==> src/rtl/alu_pkg.sv <==
`default_nettype none
// ============================================================================
// Module   : alu_pkg
// Purpose  : Shared opcode and state encodings for the sequential ALU family.
//            Reused by the ALU top, its sub-modules and the testbench.
// Revision : 1.0 - initial release
// ============================================================================
package alu_pkg;

    // Operation select codes (3-bit opcode field)
    localparam logic [2:0] OP_NOP = 3'd0;
    localparam logic [2:0] OP_NOT = 3'd1;
    localparam logic [2:0] OP_AND = 3'd2;
    localparam logic [2:0] OP_OR  = 3'd3;
    localparam logic [2:0] OP_XOR = 3'd4;
    localparam logic [2:0] OP_ADD = 3'd5;
    localparam logic [2:0] OP_SUB = 3'd6;
    localparam logic [2:0] OP_MUL = 3'd7;

    // Control FSM state encoding
    localparam logic [1:0] ST_IDLE = 2'd0;
    localparam logic [1:0] ST_MUL  = 2'd1;
    localparam logic [1:0] ST_DONE = 2'd2;

endpackage
`default_nettype wire

==> src/rtl/alu_mul_iter.sv <==
`default_nettype none
// ============================================================================
// Module   : alu_mul_iter
// Purpose  : Iterative signed multiplier. Multiplies operand magnitudes with
//            a shift-add loop (one multiplier bit per cycle, WIDTH cycles),
//            then applies the product sign.
// Ports    : clk, rst     - clock, synchronous active-high reset
//            i_start      - latch operands and begin (ignored while busy)
//            i_a, i_b     - signed WIDTH-bit operands
//            o_done       - high during the final iteration cycle
//            o_product    - signed 2*WIDTH-bit product, valid with o_done
// Revision : 1.0 - initial release
// ============================================================================
module alu_mul_iter #(
    parameter int WIDTH = 4
) (
    input  logic                 clk,
    input  logic                 rst,
    input  logic                 i_start,
    input  logic [WIDTH-1:0]     i_a,
    input  logic [WIDTH-1:0]     i_b,
    output logic                 o_done,
    output logic [2*WIDTH-1:0]   o_product
);

    localparam int CNT_W = $clog2(WIDTH);
    localparam logic [CNT_W-1:0] C_LAST = CNT_W'(WIDTH - 1);

    logic                 r_busy;
    logic                 r_sign;
    logic [CNT_W-1:0]     r_count;
    logic [2*WIDTH-1:0]   r_mcand;
    logic [WIDTH-1:0]     r_mplier;
    logic [2*WIDTH-1:0]   r_acc;

    logic [WIDTH-1:0]     w_abs_a;
    logic [WIDTH-1:0]     w_abs_b;
    logic [2*WIDTH-1:0]   w_acc_next;

    // Magnitude kept as WIDTH-bit unsigned so -2^(WIDTH-1) maps to 2^(WIDTH-1)
    assign w_abs_a = i_a[WIDTH-1] ? (~i_a + 1'b1) : i_a;
    assign w_abs_b = i_b[WIDTH-1] ? (~i_b + 1'b1) : i_b;

    assign w_acc_next = r_acc + (r_mplier[0] ? r_mcand : '0);

    // Final result is taken from the accumulator value of the last step so
    // the top can register it on the same edge as that step.
    assign o_done    = r_busy && (r_count == C_LAST);
    assign o_product = r_sign ? (~w_acc_next + 1'b1) : w_acc_next;

    always_ff @(posedge clk) begin
        if (rst) begin
            r_busy   <= 1'b0;
            r_sign   <= 1'b0;
            r_count  <= '0;
            r_mcand  <= '0;
            r_mplier <= '0;
            r_acc    <= '0;
        end else if (!r_busy) begin
            if (i_start) begin
                r_busy   <= 1'b1;
                r_sign   <= i_a[WIDTH-1] ^ i_b[WIDTH-1];
                r_count  <= '0;
                r_mcand  <= {{WIDTH{1'b0}}, w_abs_a};
                r_mplier <= w_abs_b;
                r_acc    <= '0;
            end
        end else begin
            r_acc    <= w_acc_next;
            r_mcand  <= r_mcand << 1;
            r_mplier <= r_mplier >> 1;
            if (r_count == C_LAST) begin
                r_busy  <= 1'b0;
                r_count <= '0;
            end else begin
                r_count <= r_count + 1'b1;
            end
        end
    end

endmodule
`default_nettype wire

==> src/rtl/alu_seq.sv <==
`default_nettype none
// ============================================================================
// Module   : alu_seq
// Purpose  : Registered 8-opcode ALU with valid/ready handshakes on input and
//            output. Logic/add/sub complete in one cycle; multiply uses the
//            iterative alu_mul_iter unit (WIDTH cycles). Zero, negative and
//            overflow flags accompany each result.
// Ports    : clk, rst            - clock, synchronous active-high reset
//            in_valid/in_ready   - operand handshake (a, b, opcode)
//            a, b                - signed WIDTH-bit operands
//            opcode              - operation select (see alu_pkg)
//            out_valid/out_ready - result handshake (z, flags)
//            z                   - 2*WIDTH-bit result
//            flag_zero/neg/ovf   - result status flags
// Revision : 1.0 - initial release
// ============================================================================
module alu_seq
    import alu_pkg::*;
#(
    parameter int WIDTH = 4
) (
    input  logic                 clk,
    input  logic                 rst,
    input  logic                 in_valid,
    output logic                 in_ready,
    input  logic [WIDTH-1:0]     a,
    input  logic [WIDTH-1:0]     b,
    input  logic [2:0]           opcode,
    output logic                 out_valid,
    input  logic                 out_ready,
    output logic [2*WIDTH-1:0]   z,
    output logic                 flag_zero,
    output logic                 flag_neg,
    output logic                 flag_ovf
);

    logic [1:0]           r_state;
    logic [1:0]           w_state_next;
    logic [2*WIDTH-1:0]   r_z;
    logic [2*WIDTH-1:0]   w_z_next;
    logic                 r_zero;
    logic                 r_neg;
    logic                 r_ovf;
    logic                 w_ovf_next;
    logic                 w_load;

    logic                 w_accept;
    logic                 w_mul_start;
    logic                 w_mul_done;
    logic [2*WIDTH-1:0]   w_mul_prod;
    logic [WIDTH:0]       w_sum;
    logic [WIDTH:0]       w_diff;
    logic [2*WIDTH-1:0]   w_alu_z;
    logic                 w_alu_ovf;

    assign w_accept    = in_valid && (r_state == ST_IDLE);
    assign w_mul_start = w_accept && (opcode == OP_MUL);

    // One extra bit keeps add/sub exact; overflow means the top two bits of
    // the exact result disagree, i.e. it does not fit in WIDTH bits.
    assign w_sum  = {a[WIDTH-1], a} + {b[WIDTH-1], b};
    assign w_diff = {a[WIDTH-1], a} - {b[WIDTH-1], b};

    always_comb begin
        w_alu_z   = '0;
        w_alu_ovf = 1'b0;
        case (opcode)
            OP_NOT: w_alu_z = {{WIDTH{1'b0}}, ~a};
            OP_AND: w_alu_z = {{WIDTH{1'b0}}, a & b};
            OP_OR:  w_alu_z = {{WIDTH{1'b0}}, a | b};
            OP_XOR: w_alu_z = {{WIDTH{1'b0}}, a ^ b};
            OP_ADD: begin
                w_alu_z   = {{(WIDTH-1){w_sum[WIDTH]}}, w_sum};
                w_alu_ovf = w_sum[WIDTH] ^ w_sum[WIDTH-1];
            end
            OP_SUB: begin
                w_alu_z   = {{(WIDTH-1){w_diff[WIDTH]}}, w_diff};
                w_alu_ovf = w_diff[WIDTH] ^ w_diff[WIDTH-1];
            end
            default: begin
                w_alu_z   = '0;
                w_alu_ovf = 1'b0;
            end
        endcase
    end

    alu_mul_iter #(
        .WIDTH (WIDTH)
    ) u_mul (
        .clk       (clk),
        .rst       (rst),
        .i_start   (w_mul_start),
        .i_a       (a),
        .i_b       (b),
        .o_done    (w_mul_done),
        .o_product (w_mul_prod)
    );

    always_comb begin
        w_state_next = r_state;
        w_z_next     = r_z;
        w_ovf_next   = r_ovf;
        w_load       = 1'b0;
        case (r_state)
            ST_IDLE: begin
                if (w_accept) begin
                    if (opcode == OP_MUL) begin
                        w_state_next = ST_MUL;
                    end else begin
                        w_z_next     = w_alu_z;
                        w_ovf_next   = w_alu_ovf;
                        w_load       = 1'b1;
                        w_state_next = ST_DONE;
                    end
                end
            end
            ST_MUL: begin
                if (w_mul_done) begin
                    w_z_next     = w_mul_prod;
                    w_ovf_next   = 1'b0;
                    w_load       = 1'b1;
                    w_state_next = ST_DONE;
                end
            end
            ST_DONE: begin
                if (out_ready) begin
                    w_state_next = ST_IDLE;
                end
            end
            default: w_state_next = ST_IDLE;
        endcase
    end

    always_ff @(posedge clk) begin
        if (rst) begin
            r_state <= ST_IDLE;
            r_z     <= '0;
            r_zero  <= 1'b0;
            r_neg   <= 1'b0;
            r_ovf   <= 1'b0;
        end else begin
            r_state <= w_state_next;
            if (w_load) begin
                r_z    <= w_z_next;
                r_zero <= (w_z_next == '0);
                r_neg  <= w_z_next[2*WIDTH-1];
                r_ovf  <= w_ovf_next;
            end
        end
    end

    assign in_ready  = (r_state == ST_IDLE);
    assign out_valid = (r_state == ST_DONE);
    assign z         = r_z;
    assign flag_zero = r_zero;
    assign flag_neg  = r_neg;
    assign flag_ovf  = r_ovf;

endmodule
`default_nettype wire

==> config.mk <==
export PLATFORM = sky130hd
export DESIGN_NAME = alu_seq
export DESIGN_NICKNAME = d
export VERILOG_FILES = /design/src/rtl/alu_pkg.sv /design/src/rtl/alu_mul_iter.sv /design/src/rtl/alu_seq.sv
export SDC_FILE = /design/constraint.sdc
export NUM_CORES = 1
export LEC_CHECK = 0
export ABC_AREA = 1
export BUFFER_PORTS_ARGS = -buffer_cell sky130_fd_sc_hd__buf_2
export CORE_MARGIN = 8
export CORE_UTILIZATION = 60
export CTS_CLUSTER_DIAMETER = 100
export CTS_CLUSTER_SIZE = 8
export DETAILED_ROUTE_END_ITERATION = 12
export HOLD_SLACK_MARGIN = 0.06
export PLACE_DENSITY = 0.89
export REMOVE_ABC_BUFFERS = 1
export SYNTH_ARGS = -nofsm -noshare
export SYNTH_HDL_FRONTEND = slang
export SYNTH_HIERARCHICAL = 1
export SYNTH_SLANG_ARGS = --single-unit
==> constraint.sdc <==
create_clock -name clk -period 4.4 [get_ports clk]
set_clock_uncertainty 0.05 [all_clocks]
set_input_delay 0.22 -clock clk [delete_from_list [all_inputs] [get_ports clk]]
set_output_delay 0.22 -clock clk [all_outputs]
set_load 0.01 [all_outputs]
Yosys cells after proc, flatten, opt, wreduce, memory -nomap -nowiden
Cells that the tools add are included.

cells by class
  reductions and logical operators = 11
  equality and inequality tests = 14
  add/subtract/negate cells = 7
  multiplexer cells = 35
  bitwise gates (word level) = 10

operators by type and width
  kind                                                              count
  8-bit two-way mux                                                 9
  8-bit one-hot mux with 6 select lines                             1
  8-bit one-hot mux with 2 select lines                             1
  2-bit two-way mux                                                 7
  3-bit == test (second input constant)                             4
  1-bit two-way mux                                                 9
  4-bit by 1-bit adder with 4-bit output (second input constant)    2
  8-bit by 1-bit adder with 8-bit output (second input constant)    1
  8-bit adder                                                       1
  8-bit zero test                                                   1
  4-bit two-way mux                                                 2
  4-bit NOT                                                         2
  8-bit NOT                                                         1
  3-bit by 2-bit == test with 1-bit output (second input constant)  2
  3-bit two-way mux                                                 2
  2-bit by 1-bit != test with 1-bit output (second input constant)  3
  1-bit one-hot mux with 2 select lines                             3
  2-bit one-hot mux with 3 select lines                             1
  4-bit by 4-bit adder with 5-bit output                            1
  5-bit AND reduction                                               1
  4-bit by 4-bit subtractor with 5-bit output                       1
  4-bit bitwise AND                                                 1
  2-bit == test (second input constant)                             2
  4-bit OR                                                          1
  13 further kinds                                                  18

word-level totals
  output and inout bits = 13
  word-level logic and storage cells = 90
  bits in registers = 37

Logic depth before layout (Yosys ltp)
Gate-level depths: netlist of run 1.

  depth in word-level cells = 8
  mapped depth = 23

Hierarchy
Netlist of run 1, hierarchy kept.

by module, submodules not included
  module        area an instance (um^2)  times used  cells each
  alu_mul_iter  1619.1                   1           254
  alu_seq       1263.7                   1           202

Worst setup path after synthesis of run 1
Ideal clock, no wire load.

  path kind = register to register
  start = reg u_mul.r_mplier[0]
  end = reg r_zero, in the netlist flag_zero
  data required time = 4.282 ns
  slack = 1.721 ns
  arrival = 2.562 ns
  path buffers = 1
  period minus slack after synthesis = 2.679 ns
  stages on the path, launching flop included = 24
  cells stage by stage = dfxtp_1 -> buf_2 -> nand2_1 -> inv_1 -> ha_1 -> fa_1 -> inv_1 -> ha_1 -> inv_1 -> nor2_1 -> nand3_1 -> nor2_1 -> nand2_1 -> nand2_1 -> nand2_1 -> nand2_1 -> inv_1 -> a22oi_1 -> nand2_1 -> a21oi_1 -> nand2_1 -> nor2_1 -> nand3_1 -> a21oi_2

between the ends
  cells in the longest elaborated chain, start to end = 8

ends and longest elaborated chain
  element                                    RTL line            text
  from (decl)                                alu_mul_iter.sv:33  logic [WIDTH-1:0] r_mplier;
  from (signal assigned)                     alu_mul_iter.sv:65  r_mplier <= w_abs_b;
  from (signal assigned)                     alu_mul_iter.sv:71  r_mplier <= r_mplier >> 1;
  8-bit two-way mux (*)                      alu_mul_iter.sv:44  assign w_acc_next = r_acc + (r_mplier[0] ? r_mcand : '0);
  8-bit adder (*)                            alu_mul_iter.sv:44
  8-bit NOT                                  alu_mul_iter.sv:49  assign o_product = r_sign ? (~w_acc_next + 1'b1) : w_acc_next;
  8-bit by 1-bit adder with 8-bit output     alu_mul_iter.sv:49
  8-bit two-way mux (*)                      alu_mul_iter.sv:49
  named net w_mul_prod[6]                    alu_seq.sv:50       logic [2*WIDTH-1:0] w_mul_prod;
  8-bit two-way mux (*)                      alu_seq.sv:118      if (w_mul_done) begin
  8-bit one-hot mux with 2 select lines (*)  alu_seq.sv:104      case (r_state)
  8-bit zero test (*)                        alu_seq.sv:145      r_zero <= (w_z_next == '0);
  to (signal assigned)                       alu_seq.sv:145
  to (decl)                                  alu_seq.sv:41       logic r_zero;

The timed path passes the listed nets; every way through them passes the cells marked *.
A chain may end at the register's enable or synchronous reset.

Worst setup path in the final report of run 1
Same ends and word-level chain as after synthesis.

==> results of run 1 <==
## registers in the layout (all words and copies together), names as in the netlist
register        flops
r_state             2
u_mul/r_busy        1
flag_ovf            1
u_mul/r_mcand       8
u_mul/r_count       2
u_mul/r_acc         8
u_mul/r_mplier      4
flag_zero           1
u_mul/r_sign        1
z                   8
## kinds of logic (layout without fill, tap and decap cells)
group | count (synthesis) | count (layout) | share of synthesized area
adders and majority gates | 26 | 26 | 0.121
buffers and inverters | 87 | 113 | 0.118
AOI/OAI and AO/OA | 68 | 68 | 0.139
xor gates and xnor gates | 5 | 5 | 0.0152
and+or+nand+nor | 234 | 234 | 0.358
DFF | 36 | 36 | 0.250
## metal layers
metal | vias up | part of all wire | global-route usage
met1 | 1271 | 0.44 | 0.212
met3 | 12 | 0.047 | 0.0367
li1 | 1483 | - | -
met4 | 0 | 0.013 | 0.0621
met2 | 63 | 0.50 | 0.343
met5 | - | 0 | 0
## cell type report
type                            instances  area, µm²
Tap cell                               54       67.6
Inverter                               76        285
Timing Repair Buffer                   29        150
Clock inverter                          3       42.5
Fill cell                             416       1530
Clock buffer                            5       68.8
Sequential cell                        36        721
Multi-Input combinational cell        333       1820
## metrics by stage
step,hold WS [ps],power [W]
floorplan,232,0.000439
global placement,398,0.000483
detailed placement,400,0.000488
CTS,134,0.000779
global route,154,0.000813
finish,136,0.000775
## cells in the final DEF, fill, tap and decap left out, drive strengths merged, types with 2 or more instances in the layout
| master | count |
|---|---|
| xnor2 | 3 |
| o21ai | 15 |
| o21a | 3 |
| nor3 | 6 |
| nand4 | 3 |
| clkbuf | 5 |
| a31oi | 5 |
| a21oi | 36 |
| nand3 | 33 |
| inv | 75 |
| buf | 29 |
| clkinv | 2 |
| nor3b | 2 |
| dfxtp | 36 |
| fa | 3 |
| a22o | 4 |
| ha | 23 |
| xor2 | 2 |
| nor2 | 38 |
| nand2 | 150 |
## report_power, final
part	total, W	switching [W]	internal, W	leakage, nW
Clock	0.000292	0.000124	0.000168	0.0541
Combinational	0.000142	0.0000940	0.0000484	1.39
Sequential	0.000340	0.00000606	0.000334	0.291
## path summary, 6_finish.rpt
| check | cells past startpoint | to | slack, ps | from |
|---|---|---|---|---|
| worst max-delay path | 22 | flag_zero$_SDFFE_PP0P_ | 1350 | u_mul/r_mplier[0]$_SDFFE_PP0P_ |
| worst min-delay path | 4 | r_state[1]$_SDFFE_PP0P_ | 140 | out_ready |
| worst max register to register | 22 | flag_zero$_SDFFE_PP0P_ | 1350 | u_mul/r_mplier[0]$_SDFFE_PP0P_ |
| worst min register to register | 1 | u_mul/r_count[0]$_SDFFE_PP0P_ | 410 | u_mul/r_count[0]$_SDFFE_PP0P_ |
## worst max-delay path, delay by kind of cell, from the launching register on
family	cells	cell delay [ps]
buffers and inverters	4	280
adder cells (fa/ha/maj)	3	800
flip-flops	1	470
AND/OR/NAND/NOR	12	940
AO/OA/AOI/OAI	3	440
==> summary.md, run 1 <==
| Metric | Value |
|---|---|
| Mapped Avg Cell Area | 6.32 µm² |
| Fin crit share | 0.693 |
| PortBufs | 27 |
| Seq/Total Area, Yosys | 0.250 |
| Die width | 85.3 µm |
| DRT iter0 DRCs | 201 |
| Largest net degree at the start of global routing | 33 |
| Distinct cells, synth | 37 |
| Final ANT Viol Nets | 0 |
| CTS root buf | clkbuf_8 |
| Async SR Flop Fraction | 0 |
| First-pass GRT wire length | 11400 µm |
| Final hold vios | 0 |
| Share of cells above drive strength 1 | 0.133 |
| Final Util | 0.673 |
| Fin area | 3160 µm² |
| Max-slew headroom | 0.586 |
| RePlAce Congestion | 0.922 |
| Top_reg_cell synth | dfxtp_1 |
| Effective utilization at floorplan | 0.614 |
| Hold Buf Count CTS | 0 |
| WP data required | 4570 ps |
| Cell accounting for the most synthesized area | dfxtp_1 |
| Detailed-route wire length per cell | 12.4 µm |
| CTS max path bufs | 2 |
| Yosys top cell area share | 0.250 |
| CTS Sinks | 36 |
| Peak supply drop | 0.234 mV |
| Final Setup Violations | 0 |
| HPWL after DPL | 5030 µm |
| Initial antenna violation count | 0 |
| Post-cts sizing count | 0 |
| Critical-path cell list | nand2_1 > inv_1 > ha_1 > fa_1 > inv_1 > ha_1 > inv_1 > nor2_1 > nand3_1 > nor2_1 > nand2_1 > nand2_1 > nand2_1 > nand2_1 > inv_1 > a22oi_1 > nand2_1 > a21oi_1 > nand2_1 > nor2_1 > nand3_1 > a21oi_2 |
| # H-tree levels | 2 |
| Worst skew pair latency | 290 ps |
| CTS Buf Count | 5 |
| Most used cell, CP | nand2_1 |
| Post-placement cell area | 3050 µm² |
| Slew Viols, Final | 0 |
| Core area | 4690 µm² |
| Power per standard cell area | 245 nW/µm² |
| Site row count | 25 |
| Pleak | 1.74 nW |
| Crit path kind | reg2reg |
| Via count | 2829 |
| # Post-CTS Setup Buffers | 0 |
| Vias in the first global route | 2735 |
| Slowest Stage Delay on Critical Path | 470 ps |
| Count leader, synth | nand2_1 |
| Synthesis Warnings | 6 |
| Chip Height | 85.3 µm |
| Synthesized flop and latch total | 36 |
| Top cells by area, synth | dfxtp_1, nand2_1, ha_1, inv_1, a21oi_1 |
| RSZ-0062 raised after global routing | false |
| Max-cap violation count | 0 |
| Clock-pin slew of the registers on the worst-case setup and hold paths | 80 ps |
| Drt first pass iters | 4 |
| # IOs | 28 |
| Final wirelength | 6670 µm |
| Peak Freq | 0.328 GHz |
| Critical path endpoint category | flop |
| ANT cells | 0 |
| CTS tree | built |
| Setup TNS | 0 ps |
| Worst Path Max Fanout | 9 |
| Synth top cells by count | nand2_1, inv_1, dfxtp_1 |
| Final #Nets | 522 |
| Final worst slack | 1350 ps |
| Final Non-Filler Cells | 536 |
| Crit path launch type | flop |
| Hold Path Class | in2reg |
| Post-route DRC | 0 |
| Area of the die | 7280 µm² |
| CP arrival | 3220 ps |
| Synth-to-Final Area Change | 9.55% |
| Gr usage total | 0.188 |
| Final min period | 3050 ps |
| Place WS | 1480 ps |
| Syn Inst Count | 456 |
| Status | finished, final reports clean |
| Slowest stage cell, crit path | dfxtp_1 |
| Grt ovf | 0 |
| Vias/cell | 5.28 |
| Mapped Area | 2880 µm² |
| Cells after DPL | 528 |
| EDFF count, synth | 0 |
| Slew @ Worst Pin | 622 ps |
Power figures use the tool's default switching activity.
==> run 2, diff against run 1 <==
--- a/config.mk
+++ b/config.mk
@@ -5,15 +5,15 @@
 export SDC_FILE = /design/constraint.sdc
 export NUM_CORES = 1
 export LEC_CHECK = 0
-export ABC_AREA = 1
+export ABC_AREA = 0
 export BUFFER_PORTS_ARGS = -buffer_cell sky130_fd_sc_hd__buf_2
 export CORE_MARGIN = 8
-export CORE_UTILIZATION = 60
+export CORE_UTILIZATION = 54
 export CTS_CLUSTER_DIAMETER = 100
 export CTS_CLUSTER_SIZE = 8
 export DETAILED_ROUTE_END_ITERATION = 12
 export HOLD_SLACK_MARGIN = 0.06
-export PLACE_DENSITY = 0.89
+export PLACE_DENSITY = 0.85
 export REMOVE_ABC_BUFFERS = 1
 export SYNTH_ARGS = -nofsm -noshare
 export SYNTH_HDL_FRONTEND = slang
==> constraint.sdc (replaced) <==
create_clock -name clk -period 2.5 [get_ports clk]
set_clock_uncertainty 0.05 [all_clocks]
set_input_delay 0.125 -clock clk [delete_from_list [all_inputs] [get_ports clk]]
set_output_delay 0.125 -clock clk [all_outputs]
set_load 0.01 [all_outputs]
==> summary.md, run 2 <==
| Metric | Value |
|---|---|
| Multi-input logic area | 2160 µm² (was 1820 µm²) |
| Cell accounting for the most synthesized area | dfxtp_1 (unchanged) |
| Worst r2r dst | flag_zero$_SDFFE_PP0P_ (unchanged) |
| Crit path kind | reg2reg (unchanged) |
| Syn Inst Count | 365 (was 456) |
| HPWL after DPL | 5460 µm (was 5030 µm) |
| Hold path depth | 3 (was 4) |
| Post-synthesis mux area share | 0.0384 (was 0) |
| Max-cap violation count | 0 (unchanged) |
| PortBufs | 27 (unchanged) |
| Slowest stage cell, crit path | fa_2 (was dfxtp_1) |
| # fillers | 413 (was 416) |
| Gr usage total | 0.200 (was 0.188) |
| Final ANT Viol Nets | 0 (unchanged) |
| Mapped Area | 2930 µm² (was 2880 µm²) |
| Mapped Avg Cell Area | 8.03 µm² (was 6.32 µm²) |
| Critical Path Stages | 13 (was 22) |
| Fin crit share | 1.26 (was 0.693) |
| Distinct cells, synth | 64 (was 37) |
| # IOs | 28 (unchanged) |
| EDFF count, synth | 0 (unchanged) |
| Worst R2R Setup Slack | -660 ps (was 1350 ps) |
| Slew @ Worst Pin | 518 ps (was 622 ps) |
| Peak supply drop | 0.345 mV (was 0.234 mV) |
| Final wirelength | 7610 µm (was 6670 µm) |
| Register Area | 723 µm² (was 721 µm²) |
| # H-tree levels | 2 (unchanged) |
| Largest family of logic cells by synthesized area | simple AND/OR/NAND/NOR gates (unchanged) |
| Synth Area in Adders | 0.119 (was 0.121) |
| Status | complete, but fails checks (was finished, final reports clean) |
| Max-slew headroom | 0.654 (was 0.586) |
| Slowest Stage Delay on Critical Path | 390 ps (was 470 ps) |
| Worst skew pair latency | 290 ps (about the same) |
| RePlAce Congestion | 0.915 (was 0.922) |
| Final Non-Filler Cells | 485 (was 536) |
| CP arrival | 3350 ps (was 3220 ps) |
| Count leader, synth | nor2_1 (was nand2_1) |
| Vias in the first global route | 2847 (was 2735) |
| Core area | 5370 µm² (was 4690 µm²) |
| Worst Path Max Fanout | 3 (was 9) |
| DRT iter0 DRCs | 213 (was 201) |
| CP top delay family | compound AO/OA/AOI/OAI gates (was simple AND/OR/NAND/NOR gates) |
| Pleak | 1.55 nW (was 1.74 nW) |
| Power share of the clock group | 0.371 (was 0.377) |
| Worst r2r path cells | 13 (was 22) |
| Top_reg_cell synth | dfxtp_1 (unchanged) |
| Effective utilization at floorplan | 0.546 (was 0.614) |
| Yosys top cell area share | 0.246 (was 0.250) |
| First-pass GRT wire length | 12700 µm (was 11400 µm) |
| Final #Nets | 453 (was 522) |
| CTS Buf Count | 5 (unchanged) |
| Bufs and invs on worst path | 0 (was 4) |
| Critical path endpoint category | flop (unchanged) |
| Largest net degree at the start of global routing | 43 (was 33) |
| Chip Height | 89.7 µm (was 85.3 µm) |
| Die width | 89.7 µm (was 85.3 µm) |
| CTS tree | built (unchanged) |
| Psw | 0.000395 W (was 0.000224 W) |
| Final worst slack | -660 ps (was 1350 ps) |
| ANT cells | 0 (unchanged) |
| Power per standard cell area | 392 nW/µm² (was 245 nW/µm²) |
| Register share of total power | 0.433 (was 0.439) |
| Crit path launch type | flop (unchanged) |
| Async SR Flop Fraction | 0 (unchanged) |
| Drt first pass iters | 5 (was 4) |
| Share of cells above drive strength 1 | 0.262 (was 0.133) |
| Slew Viols, Final | 0 (unchanged) |
| RSZ-0062 raised after global routing | true (was false) |
| Post-placement cell area | 3270 µm² (was 3050 µm²) |
| Detailed-route wire length per cell | 15.7 µm (was 12.4 µm) |
| WP data required | 2690 ps (was 4570 ps) |
| Synth-to-Final Area Change | 21.2% (was 9.55%) |
| Hold Crit Start | out_ready (unchanged) |
| Seq/Total Area, Yosys | 0.246 (was 0.250) |
| Cells after DPL | 474 (was 528) |
| Fin area | 3550 µm² (was 3160 µm²) |
| Critical-path cell list | and2_4 > ha_4 > fa_2 > xnor2_2 > nand3_1 > mux2_4 > o41ai_4 > xnor2_1 > nand2_1 > o21ai_1 > a221o_1 > nor4_2 > a32o_2 (was nand2_1 > inv_1 > ha_1 > fa_1 > inv_1 > ha_1 > inv_1 > nor2_1 > nand3_1 > nor2_1 > nand2_1 > nand2_1 > nand2_1 > nand2_1 > inv_1 > a22oi_1 > nand2_1 > a21oi_1 > nand2_1 > nor2_1 > nand3_1 > a21oi_2) |
| Post-synthesis compound-gate area fraction | 0.216 (was 0.139) |
| Final hold vios | 0 (unchanged) |
| Net Sw Frac | 0.284 (was 0.289) |
| Most common cell after layout, fill and taps aside | nor2_1 (was nand2_1) |
| Worst r2r src | u_mul/r_mcand[0]$_SDFFE_PP0P_ (was u_mul/r_mplier[0]$_SDFFE_PP0P_) |
| Via count | 2863 (was 2829) |
| Grt ovf | 0 (unchanged) |
| Final Setup Violations | 6 (was 0) |
| Peak Freq | 0.316 GHz (was 0.328 GHz) |
| CTS max path bufs | 2 (unchanged) |
| Synth Area in Simple Gates | 0.265 (was 0.358) |
| Site row count | 27 (was 25) |
| Synth Area in XOR/XNOR | 0.0478 (was 0.0152) |
| CTS root buf | clkbuf_8 (unchanged) |
| Final min period | 3160 ps (was 3050 ps) |
| Vias/cell | 5.90 (was 5.28) |
| Initial antenna violation count | 0 (unchanged) |
| Hold EP | r_state[1]$_SDFFE_PP0P_ (unchanged) |
| Clock-pin slew of the registers on the worst-case setup and hold paths | 80 ps (about the same) |
| Hold Buf Count CTS | 0 (unchanged) |
| Pint | 0.000998 W (was 0.000550 W) |
| Hold Path Class | in2reg (unchanged) |
| Combinational power share | 0.195 (was 0.184) |
| CTS Sinks | 36 (unchanged) |
| Top cells by area, synth | dfxtp_1, ha_1, nor2_1, a21oi_1, xnor2_1 (was dfxtp_1, nand2_1, ha_1, inv_1, a21oi_1) |
| Post-route DRC | 0 (unchanged) |
| Synthesized flop and latch total | 36 (unchanged) |
| Most frequent cells in the layout | nor2_1, dfxtp_1, buf_4 (was nand2_1, inv_1, dfxtp_1) |
| Synthesis Warnings | 6 (unchanged) |
| Failing checks | setup timing |
| Synth top cells by count | nor2_1, dfxtp_1, a21oi_1 (was nand2_1, inv_1, dfxtp_1) |
| Area of the die | 8040 µm² (was 7280 µm²) |
==> run 2: cell types whose count changed after synthesis, sizes merged, moves of 11 or more <==
cell / before / now
nand3: 33 / 5
nand2: 150 / 20
nor2b: 0 / 13
xnor2: 3 / 14
inv: 75 / 23
nor3b: 2 / 13
==> run 2: layer usage <==
metal,routed length (µm),track usage,vias up
met2,3760,0.339,113
met3,442,0.0346,13
met4,146,0.0861,0
met5,0,0,-
met1,3260,0.243,1344
li1,-,-,1393
==> run 2: final cells by class <==
type	count	share of cell area
multi-input cells	286	0.608
flip-flops and latches	36	0.204
well taps	72	0.0254
clock inverters	3	0.0120
inverters	23	0.0243
clock buffers	5	0.0194
repair buffers	60	0.108
==> run 2: how the worst max path moves through the flow <==
stage | start | to
final | u_mul/r_mcand[0]$_SDFFE_PP0P_ | flag_zero$_SDFFE_PP0P_
after global routing | u_mul/r_mcand[0]$_SDFFE_PP0P_ | flag_zero$_SDFFE_PP0P_
after CTS | u_mul/r_mcand[0]$_SDFFE_PP0P_ | flag_zero$_SDFFE_PP0P_
after detailed placement | u_mul/r_mcand[0]$_SDFFE_PP0P_ | flag_zero$_SDFFE_PP0P_
after floorplan | u_mul/r_mplier[0]$_SDFFE_PP0P_ | flag_zero$_SDFFE_PP0P_
after global placement | u_mul/r_mcand[0]$_SDFFE_PP0P_ | flag_zero$_SDFFE_PP0P_
==> run 2: worst register-to-register path, stage by stage, from the launching register on <==
cell     delay (ps)
dfxtp_2         330
and2_4          160
ha_4            150
fa_2            390
xnor2_2         190
nand3_1         110
mux2_4          310
o41ai_4         360
xnor2_1         110
nand2_1          60
o21ai_1          60
a221o_1         320
nor4_2          300
a32o_2          200
==> run 2: metrics by stage <==
stage	TNS, ps	hold WS (ps)	setup slack, ps	total power, W	util
floorplan	-1380	144	-646	0.000782	-
detailed placement	-2400	379	-754	0.000885	0.609
CTS	-1630	66.8	-597	0.00140	0.652
global route	-2820	74.0	-750	0.00145	0.661
global placement	-1940	337	-650	0.000874	0.609
finish	-2030	72.2	-660	0.00139	0.661
==> run 2: what timing repair did <==
action	4_1_cts	5_1_grt
setup buffers	2	2
gates resized for setup	24	6
setup endpoints to repair	6	7
cloned	0	0
pin swaps	22	15
==> run 2: power by group through the flow <==
stage / Combinational, W / Clock [W] / Sequential, W
6_report: 0.000272 / 0.000517 / 0.000604
3_3_place_gp: 0.000258 / 0 / 0.000615
4_1_cts: 0.000271 / 0.000521 / 0.000603
5_1_grt: 0.000300 / 0.000547 / 0.000606
2_1_floorplan: 0.000160 / 0 / 0.000622
3_5_place_dp: 0.000269 / 0 / 0.000616
==> run 2: cells by family after synthesis <==
group,after synthesis
AND/OR/NAND/NOR,139
flip-flops,36
adder cells (fa/ha/maj),26
AO/OA/AOI/OAI,94
buffers and inverters,43
multiplexers,11
XOR/XNOR,16
==> run 3, diff against run 2 <==
--- a/config.mk
+++ b/config.mk
@@ -14,7 +14,6 @@
 export DETAILED_ROUTE_END_ITERATION = 12
 export HOLD_SLACK_MARGIN = 0.06
 export PLACE_DENSITY = 0.85
-export REMOVE_ABC_BUFFERS = 1
 export SYNTH_ARGS = -nofsm -noshare
 export SYNTH_HDL_FRONTEND = slang
 export SYNTH_HIERARCHICAL = 1
==> summary.md, run 3 (synthesis results as in run 2) <==
| Metric | Value |
|---|---|
| Status | complete, but fails checks (unchanged) |
| Failing checks | setup timing (unchanged) |
| Worst r2r src | u_mul/r_mcand[0]$_SDFFE_PP0P_ (unchanged) |
| Peak Freq | 0.312 GHz (was 0.316 GHz) |
| Max-slew headroom | 0.658 (was 0.654) |
| Post-Syn Nets | 406 |
| CTS root buf | clkbuf_8 (unchanged) |
| Vias in the first global route | 2687 (was 2847) |
| Met2 Use GR | 0.339 (unchanged) |
| Clock-pin slew of the registers on the worst-case setup and hold paths | 70 ps (was 80 ps) |
| Via count | 2922 (was 2863) |
| CP top delay family | compound AO/OA/AOI/OAI gates (unchanged) |
| Crit path kind | reg2reg (unchanged) |
| ANT cells | 0 (unchanged) |
| Peak supply drop | 0.180 mV (was 0.345 mV) |
| Max-cap violation count | 0 (unchanged) |
| Share of cells above drive strength 1 | 0.267 (was 0.262) |
| Initial antenna violation count | 0 (unchanged) |
| Hold EP | r_state[0]$_SDFFE_PP0P_ (was r_state[1]$_SDFFE_PP0P_) |
| Gr usage total | 0.198 (was 0.200) |
| PortBufs | 27 (unchanged) |
| Largest net degree at the start of global routing | 43 (unchanged) |
| Met3 usage | 0.0346 (unchanged) |
| HPWL after DPL | 5470 µm (was 5460 µm) |
| Vias/cell | 6.00 (was 5.90) |
| Bufs and invs on worst path | 1 (was 0) |
| Final Util | 0.673 (was 0.661) |
| Hold Crit Start | in_valid (was out_ready) |
| Worst skew pair latency | 290 ps (about the same) |
| Grt met1 use | 0.230 (was 0.243) |
| DRT iter0 DRCs | 156 (was 213) |
| # fillers | 421 (was 413) |
| Most frequent cells in the layout | nor2_1, dfxtp_1, buf_4 (unchanged) |
| Worst r2r path cells | 14 (was 13) |
| Drt first pass iters | 4 (was 5) |
| CTS Sinks | 36 (unchanged) |
| Worst r2r dst | flag_zero$_SDFFE_PP0P_ (unchanged) |
| Detailed-route wire length per cell | 16.5 µm (was 15.7 µm) |
| Final Setup Violations | 6 (unchanged) |
| CTS Buf Count | 5 (unchanged) |
| Synth-to-Final Area Change | 23.4% (was 21.2%) |
| Final wirelength | 8060 µm (was 7610 µm) |
| Final #Nets | 455 (was 453) |
| Power per standard cell area | 364 nW/µm² (was 392 nW/µm²) |
| Final min period | 3200 ps (was 3160 ps) |
| Multi-input logic area | 2190 µm² (was 2160 µm²) |
| # IOs | 28 (unchanged) |
| Hold Path Class | in2reg (unchanged) |
| First-pass GRT wire length | 12400 µm (was 12700 µm) |
| # H-tree levels | 2 (unchanged) |
| Final hold vios | 0 (unchanged) |
| CTS max path bufs | 2 (unchanged) |
| Slowest stage cell, crit path | fa_2 (unchanged) |
| Final worst slack | -703 ps (was -660 ps) |
| Site row count | 27 (unchanged) |
| CP arrival | 3400 ps (was 3350 ps) |
| Post-placement cell area | 3320 µm² (was 3270 µm²) |
| Slowest Stage Delay on Critical Path | 400 ps (was 390 ps) |
| Fin crit share | 1.28 (was 1.26) |
| Grt ovf | 0 (unchanged) |
| Critical-path cell list | and2_4 > ha_4 > fa_2 > a211oi_4 > buf_6 > nor2_4 > xor2_2 > o41ai_4 > xnor2_1 > nand2_1 > o21ai_1 > a221o_1 > nor4_2 > a32o_2 (was and2_4 > ha_4 > fa_2 > xnor2_2 > nand3_1 > mux2_4 > o41ai_4 > xnor2_1 > nand2_1 > o21ai_1 > a221o_1 > nor4_2 > a32o_2) |
| RePlAce Congestion | 0.940 (was 0.915) |
| Critical path endpoint category | flop (unchanged) |
| Most Crowded Layer GR | met2 (unchanged) |
| Slew @ Worst Pin | 512 ps (was 518 ps) |
| Area of the die | 8040 µm² (unchanged) |
| Slew Viols, Final | 0 (unchanged) |
| Die width | 89.7 µm (unchanged) |
| Effective utilization at floorplan | 0.546 (unchanged) |
| Core area | 5370 µm² (unchanged) |
| RSZ-0062 raised after global routing | true (unchanged) |
| Final ANT Viol Nets | 0 (unchanged) |
| Fin area | 3620 µm² (was 3550 µm²) |
| Post-route DRC | 0 (unchanged) |
| Pleak | 1.59 nW (was 1.55 nW) |
| CTS tree | built (unchanged) |
| WP data required | 2690 ps (about the same) |
| Worst Path Max Fanout | 3 (unchanged) |
| Worst R2R Setup Slack | -700 ps (was -660 ps) |
| Crit path launch type | flop (unchanged) |
| Chip Height | 89.7 µm (unchanged) |
| Hold path depth | 3 (unchanged) |
| Register Area | 723 µm² (unchanged) |
| Most common cell after layout, fill and taps aside | nor2_1 (unchanged) |
## run 3: cell types whose count changed in the layout (fill, tap and decap cells not counted), sizes merged
cell	delta
clkinvlp	-1
clkinv	+1
dlygate4sd3	+1
buf	+1
bufinv	-1
clkbuf	+1
## run 3: how the worst max path moves through the flow
stage	slack, ps	cells after the start	to	start
after CTS	-560	13	flag_zero$_SDFFE_PP0P_	u_mul/r_mcand[0]$_SDFFE_PP0P_
after floorplan	-400	13	flag_zero$_SDFFE_PP0P_	u_mul/r_mplier[0]$_SDFFE_PP0P_
final	-700	14	flag_zero$_SDFFE_PP0P_	u_mul/r_mcand[0]$_SDFFE_PP0P_
after detailed placement	-590	13	flag_zero$_SDFFE_PP0P_	u_mul/r_mplier[0]$_SDFFE_PP0P_
after global routing	-790	14	flag_zero$_SDFFE_PP0P_	u_mul/r_mcand[0]$_SDFFE_PP0P_
after global placement	-450	13	flag_zero$_SDFFE_PP0P_	u_mul/r_mplier[0]$_SDFFE_PP0P_
## run 3: stage by stage
stage / TNS [ps] / hold slack, ps / setup slack (ps) / std cells / power [W]
after global placement: -1250 / 338 / -451 / 472 / 0.000881
after CTS: -1550 / 115 / -559 / 485 / 0.00132
final: -2510 / 117 / -703 / 487 / 0.00132
after global routing: -3160 / 141 / -789 / 487 / 0.00137
after detailed placement: -1790 / 342 / -591 / 472 / 0.000889
after floorplan: -680 / 147 / -396 / 365 / 0.000806
## run 3: metal layers
metal / share of wire / vias up
li1: - / 1396
met1: 0.42 / 1401
met2: 0.49 / 95
met3: 0.043 / 30
met4: 0.040 / 0
met5: 0 / -
## run 3: report_power, final
part	leakage (nW)	switching (W)	total, W	internal [W]
combinational	1.25	0.000163	0.000281	0.000117
sequential	0.293	0.0000147	0.000604	0.000589
clock	0.0510	0.000212	0.000432	0.000220
total	1.59	0.000390	0.00132	0.000927
## run 3: worst register-to-register path: stages (launching register included)
cell and delay [ps]:
dfxtp_2 320, and2_4 150, ha_4 160, fa_2 400, a211oi_4 310, buf_6 160
nor2_4 40, xor2_2 180, o41ai_4 320, xnor2_1 130, nand2_1 90, o21ai_1 80
a221o_1 330, nor4_2 240, a32o_2 190
## run 3: timing repair
item | CTS | global route
pin swaps | 5 | 11
gates resized for setup | 13 | 15
setup endpoints to repair | 6 | 7
gates cloned | 0 | 0
setup buffers | 4 | 3
endpoints found under the hold margin | 1 | 0
hold buffers | 1 | 0
## run 3: area by class of cell
class	count	share of cell area
multi-input combinational	286	0.605
sequential	36	0.200
timing repair buffer	62	0.121
tap	72	0.0249
inverter	23	0.0239
clock buffer	6	0.0228
clock inverter	2	0.00277
